## src/rtl/ssb_demodulator.sv

```systemverilog
// SSB demodulator: buffers I samples behind the Hilbert group delay, then forms I -/+ Q per sideband.
// Build option: define SSB_DEMOD_SAT_EN for full-gain saturating output (default is half gain).
module ssb_demodulator #(
   parameter int DELAY      = 15,
   parameter int FIFO_DEPTH = 32
) (
   input  logic        clk_i,
   input  logic        rst_i,
   input  logic [15:0] i_data_i,
   input  logic        i_valid_i,
   input  logic [15:0] q_data_i,
   input  logic        q_valid_i,
   input  logic        usb_i,
   output logic [15:0] audio_o,
   output logic        valid_o,
   output logic        err_o
);

   localparam int AW = $clog2(FIFO_DEPTH);
   localparam int WW = $clog2(DELAY + 1);
   localparam logic [WW-1:0] DELAY_W = WW'(DELAY);
   localparam logic [AW:0]   DEPTH_W = (AW + 1)'(FIFO_DEPTH);

   logic [15:0]        mem [FIFO_DEPTH];
   logic [AW-1:0]      wr_ptr, rd_ptr;
   logic [AW:0]        count;
   logic [WW-1:0]      warm_cnt;
   logic               warm_done, pop_req, fifo_empty, fifo_full;
   logic               do_pop, do_push, underflow, overflow;
   logic signed [16:0] i_ext, q_ext, sum;
   logic [15:0]        audio_nxt;

   assign warm_done  = (warm_cnt == DELAY_W);
   assign pop_req    = q_valid_i && warm_done;
   assign fifo_empty = (count == '0);
   assign fifo_full  = (count == DEPTH_W);
   // Underflow looks only at stored samples; a same-cycle push cannot be popped.
   assign do_pop     = pop_req && !fifo_empty;
   assign underflow  = pop_req && fifo_empty;
   assign do_push    = i_valid_i && (!fifo_full || do_pop);
   assign overflow   = i_valid_i && fifo_full && !do_pop;

   assign i_ext = {mem[rd_ptr][15], mem[rd_ptr]};
   assign q_ext = {q_data_i[15], q_data_i};
   assign sum   = usb_i ? (i_ext - q_ext) : (i_ext + q_ext);

`ifdef SSB_DEMOD_SAT_EN
   always_comb begin
      // NOTE: default assigned first so no latch is inferred on the untaken branch.
      audio_nxt = sum[15:0];
      if (sum[16] != sum[15])
         audio_nxt = sum[16] ? 16'h8000 : 16'h7fff;
   end
`else
   assign audio_nxt = 16'(sum >>> 1);
`endif

   // NOTE: sample storage has no reset; the pointers and count alone define what is valid.
   always_ff @(posedge clk_i) begin
      if (do_push)
         mem[wr_ptr] <= i_data_i;
   end

   // NOTE: non-blocking assignments so every register sees pre-edge values of the others.
   always_ff @(posedge clk_i or posedge rst_i) begin
      if (rst_i) begin
         wr_ptr   <= '0;
         rd_ptr   <= '0;
         count    <= '0;
         warm_cnt <= '0;
         audio_o  <= '0;
         valid_o  <= 1'b0;
         err_o    <= 1'b0;
      end else begin
         if (do_push)
            wr_ptr <= wr_ptr + 1'b1;
         if (do_pop)
            rd_ptr <= rd_ptr + 1'b1;
         case ({do_push, do_pop})
            2'b10:   count <= count + 1'b1;
            2'b01:   count <= count - 1'b1;
            default: count <= count;
         endcase
         if (q_valid_i && !warm_done)
            warm_cnt <= warm_cnt + 1'b1;
         valid_o <= do_pop;
         if (do_pop)
            audio_o <= audio_nxt;
         if (overflow || underflow)
            err_o <= 1'b1;
      end
   end

endmodule

```

## config.mk

```make
export PLATFORM = sky130hd
export DESIGN_NAME = ssb_demodulator
export DESIGN_NICKNAME = d
export VERILOG_FILES = /design/src/rtl/ssb_demodulator.sv
export SDC_FILE = /design/constraint.sdc
export NUM_CORES = 1
export LEC_CHECK = 0
export ABC_AREA = 0
export CAP_MARGIN = 5
export CORE_MARGIN = 2
export CORE_UTILIZATION = 62
export DETAILED_ROUTE_END_ITERATION = 10
export PLACE_DENSITY = 0.79
export SLEW_MARGIN = 20
export SYNTH_ARGS = -nofsm -noshare
export SYNTH_HDL_FRONTEND = slang
export SYNTH_SLANG_ARGS = --single-unit
export TNS_END_PERCENT = 5
```

## constraint.sdc

```tcl
create_clock -name clk_i -period 5.49 [get_ports clk_i]
set_input_delay 1.098 -clock clk_i [delete_from_list [all_inputs] [get_ports clk_i]]
set_output_delay 1.098 -clock clk_i [all_outputs]
set_load 0.01 [all_outputs]
```

# Word level (Yosys, flattened, before mapping)
# Memory sizes are Yosys's and may differ from the RTL's.
# Index checks and enable logic that the tools add are counted.
[totals]
reg_bits = 38
mem_bits_rw = 512
elab_cells = 38
n_memories = 1
[memory_table]
columns = ["name", "words", "width", "read_ports", "rd_clocked_by_memory_dff", "write_ports", "line", "rtl"]
rows = [
  ["mem", 32, 16, 1, 0, 1, "24", "logic [15:0] mem [FIFO_DEPTH];"],
]
[op_classes]
add_sub_neg = 7
n_eq_ne = 4
n_mux = 4
reduce_logical = 15
[ops]
columns = ["cell", "count"]
rows = [
  ["16-bit by 16-bit adder with 17-bit output", 1],
  ["17-bit two-way mux", 1],
  ["16-bit by 16-bit subtractor with 17-bit output", 1],
  ["6-bit case mux with 2 select lines", 1],
  ["5-bit by 1-bit adder with 5-bit output (second input constant)", 2],
  ["1-bit logical AND", 7],
  ["6-bit by 1-bit adder with 6-bit output (second input constant)", 1],
  ["6-bit == test (second input constant)", 1],
  ["6-bit logical NOT", 1],
  ["6-bit by 1-bit subtractor with 6-bit output (second input constant)", 1],
  ["4-bit by 1-bit adder with 4-bit output (second input constant)", 1],
  ["4-bit == test (second input constant)", 1],
  ["1-bit logical NOT", 4],
  ["2-bit by 1-bit == test with 1-bit output (second input constant)", 1],
  ["2-bit == test (second input constant)", 1],
  ["1-bit logical OR", 2],
  ["1-bit two-way mux", 2],
  ["2-bit nonzero test", 1],
]

# Depth between registers and ports, before layout
[depth]
depth_word = 7
depth_mapped = 16

# Worst setup path before layout
# OpenSTA, ideal clock, no wires.
[synth_timing]
kind = "reg2reg"
startpoint = "reg rd_ptr[1]"
endpoint = "reg audio_o[15]"
arrival_time_ns = 4.544
t_required_ns = 5.413
slack_ns = 0.869
path_stages_with_launch = 17
n_path_buf = 4
period_less_slack_ns = 4.621
path_cell_list = "dfrtp_1 > buf_4 > clkbuf_1 > buf_1 > buf_2 > mux4_2 > mux4_2 > mux2_2 > fa_1 > a21o_1 > a21oi_1 > o21bai_1 > a211o_1 > a2111oi_0 > o31ai_1 > xor2_1 > o21ai_1"
[synth_between]
elab_chain_len = 3
[synth_lines]
columns = ["item", "line", "rtl"]
rows = [
  ["from (decl)", "25", "logic [AW-1:0] wr_ptr, rd_ptr;"],
  ["from (signal assigned)", "78", "rd_ptr <= rd_ptr + 1'b1;"],
  ["memory 32 x 16 bit (*)", "--", ""],
  ["16-bit by 16-bit adder with 17-bit output / 16-bit by 16-bit subtractor with 17-bit output (equally long branches)", "45", "assign sum = usb_i ? (i_ext - q_ext) : (i_ext + q_ext);"],
  ["17-bit two-way mux (*)", "45", ""],
  ["to (signal assigned)", "88", "audio_o <= audio_nxt;"],
  ["to (decl)", "14", "output logic [15:0] audio_o,"],
]
# Mark *: on every way between the ends. The rest lies on a longest branch, timed or not.
# A chain may end at the register's enable or synchronous reset.

# Worst setup path after layout
[layout_timing]
startpoint = "reg rd_ptr[0]"
endpoint = "reg audio_o[15]"
# The elaborated chain is that of the path after synthesis.

==> results.cfg <==
[outcome]
outcome = completed

[power]
p_clk_share_pct = 26.1
pwr-share-comb_pct = 33.0
p_switching_mw = 4.17
seqPwrFrac_pct = 40.9
swShare_pct = 31.7
leakage_nw = 8.35
peakVddDrop_mv = 0.450
power.density_nw_per_um2 = 520
intPower_mw = 9.00

[clock_tree]
post_cts_resized = 0
cts_hold_buf = 0
cts_tree = yes
clkTransAtPathRegs_ns = 0.06
numCtsBuffers = 53
clock_latency_ns = 0.60
post_cts.repair.setup_buffers = 0
htree_levels = 2
clockBufferDepth = 3
cts.sinks = 550
cts-root-buf = clkbuf_16

[floorplanning]
dieArea_sq_um = 37700
die_y_um = 194
core.rowCount = 69
die_w_um = 194
core_sq_um = 35600
start_util_pct = 63.0
io_pins = 55

[routing]
dr.pass1.iters = 7
wirelength_um = 52000
post_drt_wl_per_cell_um = 30.3
drcViolationCount = 0
vias_per_cell = 6.66
drtAntennaViolNets = 0
vias = 11500
drtIter0Drc = 1208

[timing]
worst_pin_slew_ns = 1.11
hold_viol_final = 0
max_freq_mhz = 199
layout_min_cycle_time_ns = 5.01
slew-limit-headroom_pct = 26.0
setup-violations-final = 0
rsz0062_at_grt = no
finalSetupTns_ns = 0
skew_ns = 0.0184
fin_crit_sh_pct = 91.3
drv_slew = 0

[job]
maxCapViolations = 0

[setup_path]
critPathLaunchType = register
r2r-end = audio_o[15]
crit_arrival_ns = 5.53
crit_fanout = 41
r2r-start = rd_ptr[0]
slowest_stage = dfrtp_4
slowest_delay_ns = 0.96
cp_cell_sequence = mux4_2 > mux4_2 > mux2_2 > fa_1 > a21o_1 > a21oi_1 > o21bai_1 > a211o_1 > a2111oi_0 > o31ai_1 > xor2_1 > o21ai_1
reg2reg_slack_ns = 0.48
crit_top_cell = mux4_2
cp.required_ns = 6.00
r2r.worst_path.cells = 12
crit_type = reg -> reg
end_kind = register

[placement]
place_inst = 1621
gp_congestion = 0.908
hpwl_um = 29500
port_buffers = 54

[cells_and_area]
finalNonFillerCells = 1719
fin_nets = 1281
drive_above_1_share_pct = 26.1
antenna_cells = 0
fill_cells = 2035
syn2layout_area_growth_pct = 13.0

[global_routing]
antenna_found_initial = 0
gr-usage-all-layers_pct = 28.4
grt_pass1_vias = 11800
grt_overflow = 0
grt_max_degree = 55
grt_pass1_wl_um = 77100

[hold_path]
min_from = err_o
whs_path_depth = 1
worstHoldEndpoint = err_o
hold_path_class = reg -> reg

[yosys]
synth_nets = 1170
synthesis.area_sq_um = 22400
async_flop_share_pct = 6.91
synth-seq-cells = 550
synth_cell_types = 57
synth-edff-count = 512
yosysWarnings = 0
ys_seq_area_share_pct = 72.9
syn_avg_cell_area_sq_um = 20.3
syn-instance-count = 1104
ys.flop_type = edfxtp_1
[sequential cells by signal, summed over array words and instances (netlist names)]
register	flops
wr_ptr	5
count	6
err_o	1
warm_cnt	4
rd_ptr	5
mem	512
audio_o	16
valid_o	1
[critical path: cells and delay by family (launching register included)]
kind	cells	cell delay (ns)
adder cells (fa/ha/maj)	1	0.49
XOR/XNOR	1	0.17
AO/OA/AOI/OAI	7	1.82
multiplexers	3	1.47
flip-flops	1	0.96
[power groups by stage]
stage               sequential, mW  combinational, mW  clock (mW)
finish                        5.38               4.35        3.44
global route                  5.43               4.61        3.63
CTS                           5.39               4.32        3.48
detailed placement            5.46               4.23           0
global placement              5.44               4.12           0
floorplan                     5.15               3.20           0
[how the worst max path moves through the flow]
stage          startpoint           to  slack [ns]  depth (start not counted)
6_report        rd_ptr[0]  audio_o[15]        0.48                         12
5_1_grt         rd_ptr[0]  audio_o[15]        0.19                         14
2_1_floorplan   rd_ptr[1]  audio_o[15]        0.87                         16
4_1_cts         rd_ptr[0]  audio_o[15]        0.47                         14
3_3_place_gp    rd_ptr[0]  audio_o[15]        0.68                         12
3_5_place_dp    rd_ptr[0]  audio_o[15]        0.56                         12
[per-stage QoR]
stage	cell area [sq um]	hold WS (ns)	utilization (%)	worst slack (ns)	power (mW)
final	25300	0.478	71.2	0.476	13.2
after global routing	25300	0.482	71.2	0.190	13.7
after CTS	25400	0.473	71.3	0.468	13.2
after detailed placement	23700	0.458	66.7	0.565	9.69
after global placement	23700	0.458	66.7	0.683	9.56
after floorplan	22400	0.473	-	0.869	8.35
[kinds of logic (layout without fill, tap and decap cells)]
family          count (synthesis)  in the layout  synth area share (%)
mux                           180            180                  17.0
simple gates                  140            140                  2.74
fa+ha+maj                      29             29                  1.69
flops                         550            550                  72.9
buf+inv                        73            227                  1.40
compound gates                 92             92                  2.66
xor+xnor                       40             40                  1.60
[layout make-up]
| cell class | count | area, sq um | share of cell area, % |
|---|---|---|---|
| well taps | 461 | 577 | 2.28 |
| clock buffers | 64 | 1390 | 5.48 |
| multi-input cells | 481 | 5780 | 22.8 |
| flip-flops and latches | 550 | 16300 | 64.5 |
| clock inverters | 34 | 245 | 0.969 |
| inverters | 21 | 78.8 | 0.311 |
| repair buffers | 108 | 911 | 3.60 |
[synth_stat cells, types with 3 or more instances]
master    number  area share, %
o21bai_1       4           0.13
and3_1         4           0.11
o211ai_1       3           0.10
nor3_1        12           0.27
a21o_1        11           0.37
nand4_1        6           0.17
xnor2_1       30            1.2
ha_1          27            1.5
buf_1         10           0.17
a31oi_1        3          0.084
o31ai_1        4           0.13
o21ai_0       17           0.38
a21oi_1       22           0.49
nand2_1       43           0.72
inv_1         20           0.34
clkbuf_1      22           0.37
mux2i_1        6           0.27
o21ai_1        6           0.13
o21a_1         6           0.20
dfrtp_1       38            4.2
nor2_1        57           0.96
buf_2         17           0.38
mux4_2       148             15
mux2_2        17           0.85
edfxtp_1     512             69
xor2_1         9           0.35
nand3_1        4          0.089
mux4_1         8           0.94
[cell usage in the layout (no fill, tap or decap), drive strengths merged, types with 24 or more instances in the layout]
cell	netlist	final
nand2	43	43
buf	30	66
mux4	156	156
edfxtp	512	512
clkinv	0	24
xnor2	31	31
dfrtp	38	38
ha	27	27
nor2	57	57
inv	21	24
clkdlybuf4s50	0	42
clkbuf	22	64
[routing by layer]
layer  share of wire (%)  wire length (um)  vias to the layer above  global-route usage, %
met3                 9.8              5070                      116                   6.02
met2                  50             26000                      705                   46.4
li1                    -                 -                     4750                      -
met5                   0                 0                        -                      0
met4                 3.7              1930                        0                   11.0
met1                  37             19000                     5885                   38.2
No activity file was read; power rests on OpenSTA's default activity.
